<file path="config.mk">
export PLATFORM = sky130hd
export DESIGN_NAME = wshbn_arbiter_2m
export DESIGN_NICKNAME = d
export VERILOG_FILES = /design/src/rtl/wshbn_arbiter_2m.sv
export SDC_FILE = /design/constraint.sdc
export NUM_CORES = 1
export LEC_CHECK = 0
export ABC_AREA = 1
export CAP_MARGIN = 20
export CORE_AREA = 2 2 117 119
export CTS_CLUSTER_DIAMETER = 80
export DETAILED_ROUTE_END_ITERATION = 12
export DIE_AREA = 0 0 119 121
export DONT_BUFFER_PORTS = 1
export PLACE_DENSITY = 0.31
export SYNTH_ARGS = -nofsm -noshare
export SYNTH_HDL_FRONTEND = slang
export SYNTH_SLANG_ARGS = --single-unit
</file>
<file path="constraint.sdc">
create_clock -name CLK_I -period 1.7 [get_ports CLK_I]
set_input_delay 0.17 -clock CLK_I [delete_from_list [all_inputs] [get_ports CLK_I]]
set_output_delay 0.17 -clock CLK_I [all_outputs]
set_load 0.02 [all_outputs]
</file>
<file path="src/rtl/wshbn_arbiter_2m.sv">
// Two-master Wishbone arbiter in front of one shared slave (RAM).
// Round-robin on ties, whole-cycle ownership, one GAP cycle between owners, per-strobe timeout.
module wshbn_arbiter_2m #(
    parameter int ADDR_WIDTH     = 32,
    parameter int WORD_WIDTH     = 32,
    parameter int TIMEOUT_CYCLES = 16
) (
    input  logic                  CLK_I,
    input  logic                  RST_I,
    input  logic [ADDR_WIDTH-1:0] M0_ADR_I,
    input  logic [WORD_WIDTH-1:0] M0_DAT_I,
    input  logic                  M0_WE_I,
    input  logic                  M0_STB_I,
    input  logic                  M0_CYC_I,
    output logic [WORD_WIDTH-1:0] M0_DAT_O,
    output logic                  M0_ACK_O,
    output logic                  M0_ERR_O,
    input  logic [ADDR_WIDTH-1:0] M1_ADR_I,
    input  logic [WORD_WIDTH-1:0] M1_DAT_I,
    input  logic                  M1_WE_I,
    input  logic                  M1_STB_I,
    input  logic                  M1_CYC_I,
    output logic [WORD_WIDTH-1:0] M1_DAT_O,
    output logic                  M1_ACK_O,
    output logic                  M1_ERR_O,
    output logic [ADDR_WIDTH-1:0] S_ADR_O,
    output logic [WORD_WIDTH-1:0] S_DAT_O,
    output logic                  S_WE_O,
    output logic                  S_STB_O,
    output logic                  S_CYC_O,
    input  logic [WORD_WIDTH-1:0] S_DAT_I,
    input  logic                  S_ACK_I
);

    localparam int CNT_WIDTH = $clog2(TIMEOUT_CYCLES + 1);

    typedef enum logic [1:0] {
        IDLE,
        GNT0,
        GNT1,
        GAP
    } state_t;

    state_t               state, state_next;
    logic                 last_grant, last_grant_next;
    logic [CNT_WIDTH-1:0] tmo_cnt, tmo_cnt_next;
    logic                 req0, req1;
    logic                 own_stb;
    logic                 tmo_hit;

    assign req0 = M0_CYC_I & M0_STB_I;
    assign req1 = M1_CYC_I & M1_STB_I;

    assign own_stb = (state == GNT0) ? M0_STB_I :
                     (state == GNT1) ? M1_STB_I : 1'b0;

    // An ACK in the same cycle wins over the timeout.
    assign tmo_hit = own_stb & ~S_ACK_I &
                     (tmo_cnt == CNT_WIDTH'(TIMEOUT_CYCLES - 1));

    always_ff @(posedge CLK_I or posedge RST_I) begin
        if (RST_I) begin
            state      <= IDLE;
            last_grant <= 1'b1;
            tmo_cnt    <= '0;
        end else begin
            state      <= state_next;
            last_grant <= last_grant_next;
            tmo_cnt    <= tmo_cnt_next;
        end
    end

    always_comb begin
        state_next      = state;
        last_grant_next = last_grant;
        tmo_cnt_next    = '0;
        S_ADR_O         = '0;
        S_DAT_O         = '0;
        S_WE_O          = 1'b0;
        S_STB_O         = 1'b0;
        S_CYC_O         = 1'b0;
        M0_DAT_O        = '0;
        M0_ACK_O        = 1'b0;
        M0_ERR_O        = 1'b0;
        M1_DAT_O        = '0;
        M1_ACK_O        = 1'b0;
        M1_ERR_O        = 1'b0;

        case (state)
            IDLE: begin
                // On a tie the master that did not own the bus last time wins.
                if (req0 && (!req1 || last_grant)) begin
                    state_next      = GNT0;
                    last_grant_next = 1'b0;
                end else if (req1) begin
                    state_next      = GNT1;
                    last_grant_next = 1'b1;
                end
            end
            GNT0: begin
                S_ADR_O  = M0_ADR_I;
                S_DAT_O  = M0_DAT_I;
                S_WE_O   = M0_WE_I;
                S_STB_O  = M0_STB_I;
                S_CYC_O  = M0_CYC_I;
                M0_DAT_O = S_DAT_I;
                M0_ACK_O = S_ACK_I;
                M0_ERR_O = tmo_hit;
                if (!M0_CYC_I) begin
                    state_next = GAP;
                end
            end
            GNT1: begin
                S_ADR_O  = M1_ADR_I;
                S_DAT_O  = M1_DAT_I;
                S_WE_O   = M1_WE_I;
                S_STB_O  = M1_STB_I;
                S_CYC_O  = M1_CYC_I;
                M1_DAT_O = S_DAT_I;
                M1_ACK_O = S_ACK_I;
                M1_ERR_O = tmo_hit;
                if (!M1_CYC_I) begin
                    state_next = GAP;
                end
            end
            GAP: begin
                state_next = IDLE;
            end
            default: begin
                state_next = IDLE;
            end
        endcase

        if (own_stb && !S_ACK_I && !tmo_hit && (state_next == state)) begin
            tmo_cnt_next = tmo_cnt + 1'b1;
        end
    end

endmodule

</file>
==> impl_metrics.json <==
{
  "outcome": "finished with violations",
  "violations": "negative setup slack",
  "synth_top_area_share_pct": 40.6,
  "critPathLaunchType": "flip-flop",
  "dpl.hpwl_mm": 7.12,
  "insertion_delay_ps": 230,
  "pwr-share-comb_pct": 94.2,
  "pin_count": 304,
  "grt_pass1_wl_mm": 14.9,
  "wirelength_mm": 12.8,
  "routabilityCongestion": 0.812,
  "final_layout_size_suffix_gt1_share_pct": 63.5,
  "vias": 3095,
  "slew_headroom_pct": 78.1,
  "die_h_um": 121,
  "cts_sinks": 8,
  "path_buf_inv": 5,
  "p_sw_uw": 6680,
  "crit_start": "state[0]",
  "worstHoldStart": "M1_STB_I",
  "yosys_warnings": 0,
  "grt_max_degree": 32,
  "crit_slowest_cell": "dfrtp_1",
  "synth_area_leaders": "nand2_1 41%, a21oi_1 17%, inv_1 15%",
  "fin_crit_ps": 1840,
  "r2r_start": "state[0]",
  "max_freq_ghz": 0.543,
  "synth_seq_cells": 8,
  "p_leak_uw": 0.00229,
  "ctsHtreeMaxLevel": 1,
  "cts_made_buffers": 3,
  "ir_worst_vdd_mv": 0.902,
  "fp.coreArea_mm2": 0.0131,
  "max_stage_delay_ps": 400,
  "antenna_cells": 0,
  "avgRoutedWirePerCell_um": 18.9,
  "seqPwrFrac_pct": 2.3,
  "cts_tree": "yes",
  "netSwitchingFraction_pct": 55.7,
  "grt_antenna_before_repair": 0,
  "syn_inst": 430,
  "hp-class": "in2reg",
  "fp.dieArea_mm2": 0.0144,
  "globalRouteOverflowTotal": 0,
  "syn_avg_cell_area_um2": 4.63,
  "worstSetupPathType": "reg2out",
  "hold_violations": 0,
  "cts_root_buf": "clkbuf_16",
  "power.internal_uw": 5310,
  "maxCapViolCount": 0,
  "row_count": 42,
  "ys_seq_area_share_pct": 10.1,
  "stdcell_area_mm2": 0.00481,
  "firstDrtPassIters": 4,
  "synth_nets": 605,
  "cp_max_fo": 6,
  "fin_tns_setup_ps": -7350,
  "nets": 677,
  "path_clk_slew_ps": 40,
  "worst_ep_required_time_ps": 1530,
  "rsz0062_at_grt": "yes",
  "drcViolationCount": 0,
  "fin_skew_ps": 3.70,
  "die-width_um": 119,
  "syn_to_final_growth_pct": 142,
  "start_util_pct": 15.2,
  "cp.arrival_ps": 1670,
  "setup_viol": 105,
  "clock_power_share_pct": 3.4,
  "synth.distinct_cells": 23,
  "worst_pin_slew_ps": 328,
  "syn_area_mm2": 0.00199,
  "slew_violations": 0,
  "crit_family": "buffers and inverters",
  "fin_crit_sh_pct": 108,
  "crit_chain": "buf_6 > ha_4 > buf_12 > buf_12 > buf_16 > nand2_2 > a21oi_2 > buf_4",
  "post_dp_cell_area_mm2": 0.00270,
  "netlist.top_cell.by_area": "nand2_1",
  "dp_slack_ps": 95.8,
  "cp-end-kind": "primary output",
  "powerDensity_mw_per_mm2": 2500,
  "cpMostUsedCell": "buf_12",
  "vias_per_cell": 4.57,
  "dr.first_iter.drc_count": 109,
  "ant_nets": 0,
  "portBuffers": 0,
  "grt_pass1_vias": 2650,
  "setup_ws_ps": -143,
  "clk_path_buf_depth": 2,
  "grt.total_usage_pct": 13.4
}
[cells in the mapped netlist]
cell type,count
nor3_1,5
ha_1,6
xor2_1,1
xnor2_1,1
nor2_1,1
dfrtp_1,7
buf_4,1
and3_1,1
o21ai_2,1
clkbuf_1,14
nand2_2,1
buf_1,3
nand4_1,1
nand2_1,215
dfstp_2,1
inv_1,80
nor3b_1,1
a21oi_1,69
buf_2,11
inv_2,1
a31oi_1,2
nor2_2,1
nand3_1,6
[worst paths after layout]
| check | slack [ps] | endpoint | cells after the start |
|---|---|---|---|
| max | -140 | S_ADR_O[3] | 8 |
| min | 110 | last_grant | 2 |
| max reg2reg | -60 | tmo_cnt[0] | 12 |
| min reg2reg | 470 | tmo_cnt[0] | 1 |
| max in group asynchronous | 1070 | last_grant | 2 |
| min in group asynchronous | 330 | tmo_cnt[3] | 2 |
[cell families (layout without fill, tap and decap cells)]
group	count (synthesis)	after routing	synth area share, %
simple gates	232	232	45.2
buf+inv	110	181	21.6
compound gates	72	72	18.4
flops	8	8	10.1
fa+ha+maj	6	6	3.77
xor+xnor	2	2	0.881
[layer usage]
| metal | up-vias | routed length, µm | track usage [%] |
|---|---|---|---|
| met5 | - | 0 | 0 |
| met4 | 0 | 75 | 2.46 |
| met3 | 8 | 725 | 1.36 |
| met2 | 170 | 6900 | 26.1 |
| met1 | 1487 | 5060 | 15.9 |
| li1 | 1430 | - | - |
[layout by cell type (no fill, tap or decap), types with 5 or more instances in the layout]
cell type	n
a21oi_2	16
buf_4	29
nor3_2	5
inv_1	21
inv_2	27
nand2_4	57
buf_16	9
clkbuf_16	12
nand2_2	30
nand2_1	129
a21oi_4	43
buf_6	27
dfrtp_1	7
buf_12	19
a21oi_1	10
inv_4	32
[power groups by stage]
stage | combinational, µW | clock [µW] | sequential, µW
floorplan | 4150 | 0 | 270
global placement | 5860 | 0 | 273
detailed placement | 5860 | 0 | 275
CTS | 8770 | 419 | 274
global route | 11900 | 438 | 287
finish | 11300 | 412 | 279
[worst reg2reg max path, delay by kind of cell, from the launching register on]
family	cells	cell delay, ps
buffers and inverters	4	540
AND/OR/NAND/NOR	7	570
flip-flops	1	410
adder cells (fa/ha/maj)	1	170
[flip-flops by register name (all words and copies together) (netlist names)]
name and cells:
last_grant 1, state 2, tmo_cnt 5
[stage by stage]
step	total power [µW]	instances	util (%)	hold slack (ps)
floorplan	4420	430	-	-15.1
global placement	6130	626	20.6	41.6
detailed placement	6140	626	20.6	43.4
CTS	9470	654	28.0	107
global route	12600	677	36.7	137
finish	12000	677	36.7	114
[repair_timing]
| item | CTS | global route |
|---|---|---|
| pin swaps | 29 | 47 |
| resized for setup | 128 | 231 |
| endpoints found under the hold margin | 7 | 0 |
| setup endpoints to repair | 68 | 112 |
| hold buffers | 1 | 0 |
| cloned | 11 | 12 |
| buffers inserted | 12 | 13 |
[cell type report]
type	count	area, µm²
repair buffers	96	1420
multi-input cells	312	2500
well taps	176	220
flip-flops and latches	8	201
fillers	1294	8280
inverters	81	392
clock buffers	4	78.8
(Power assumes the default switching activity.)
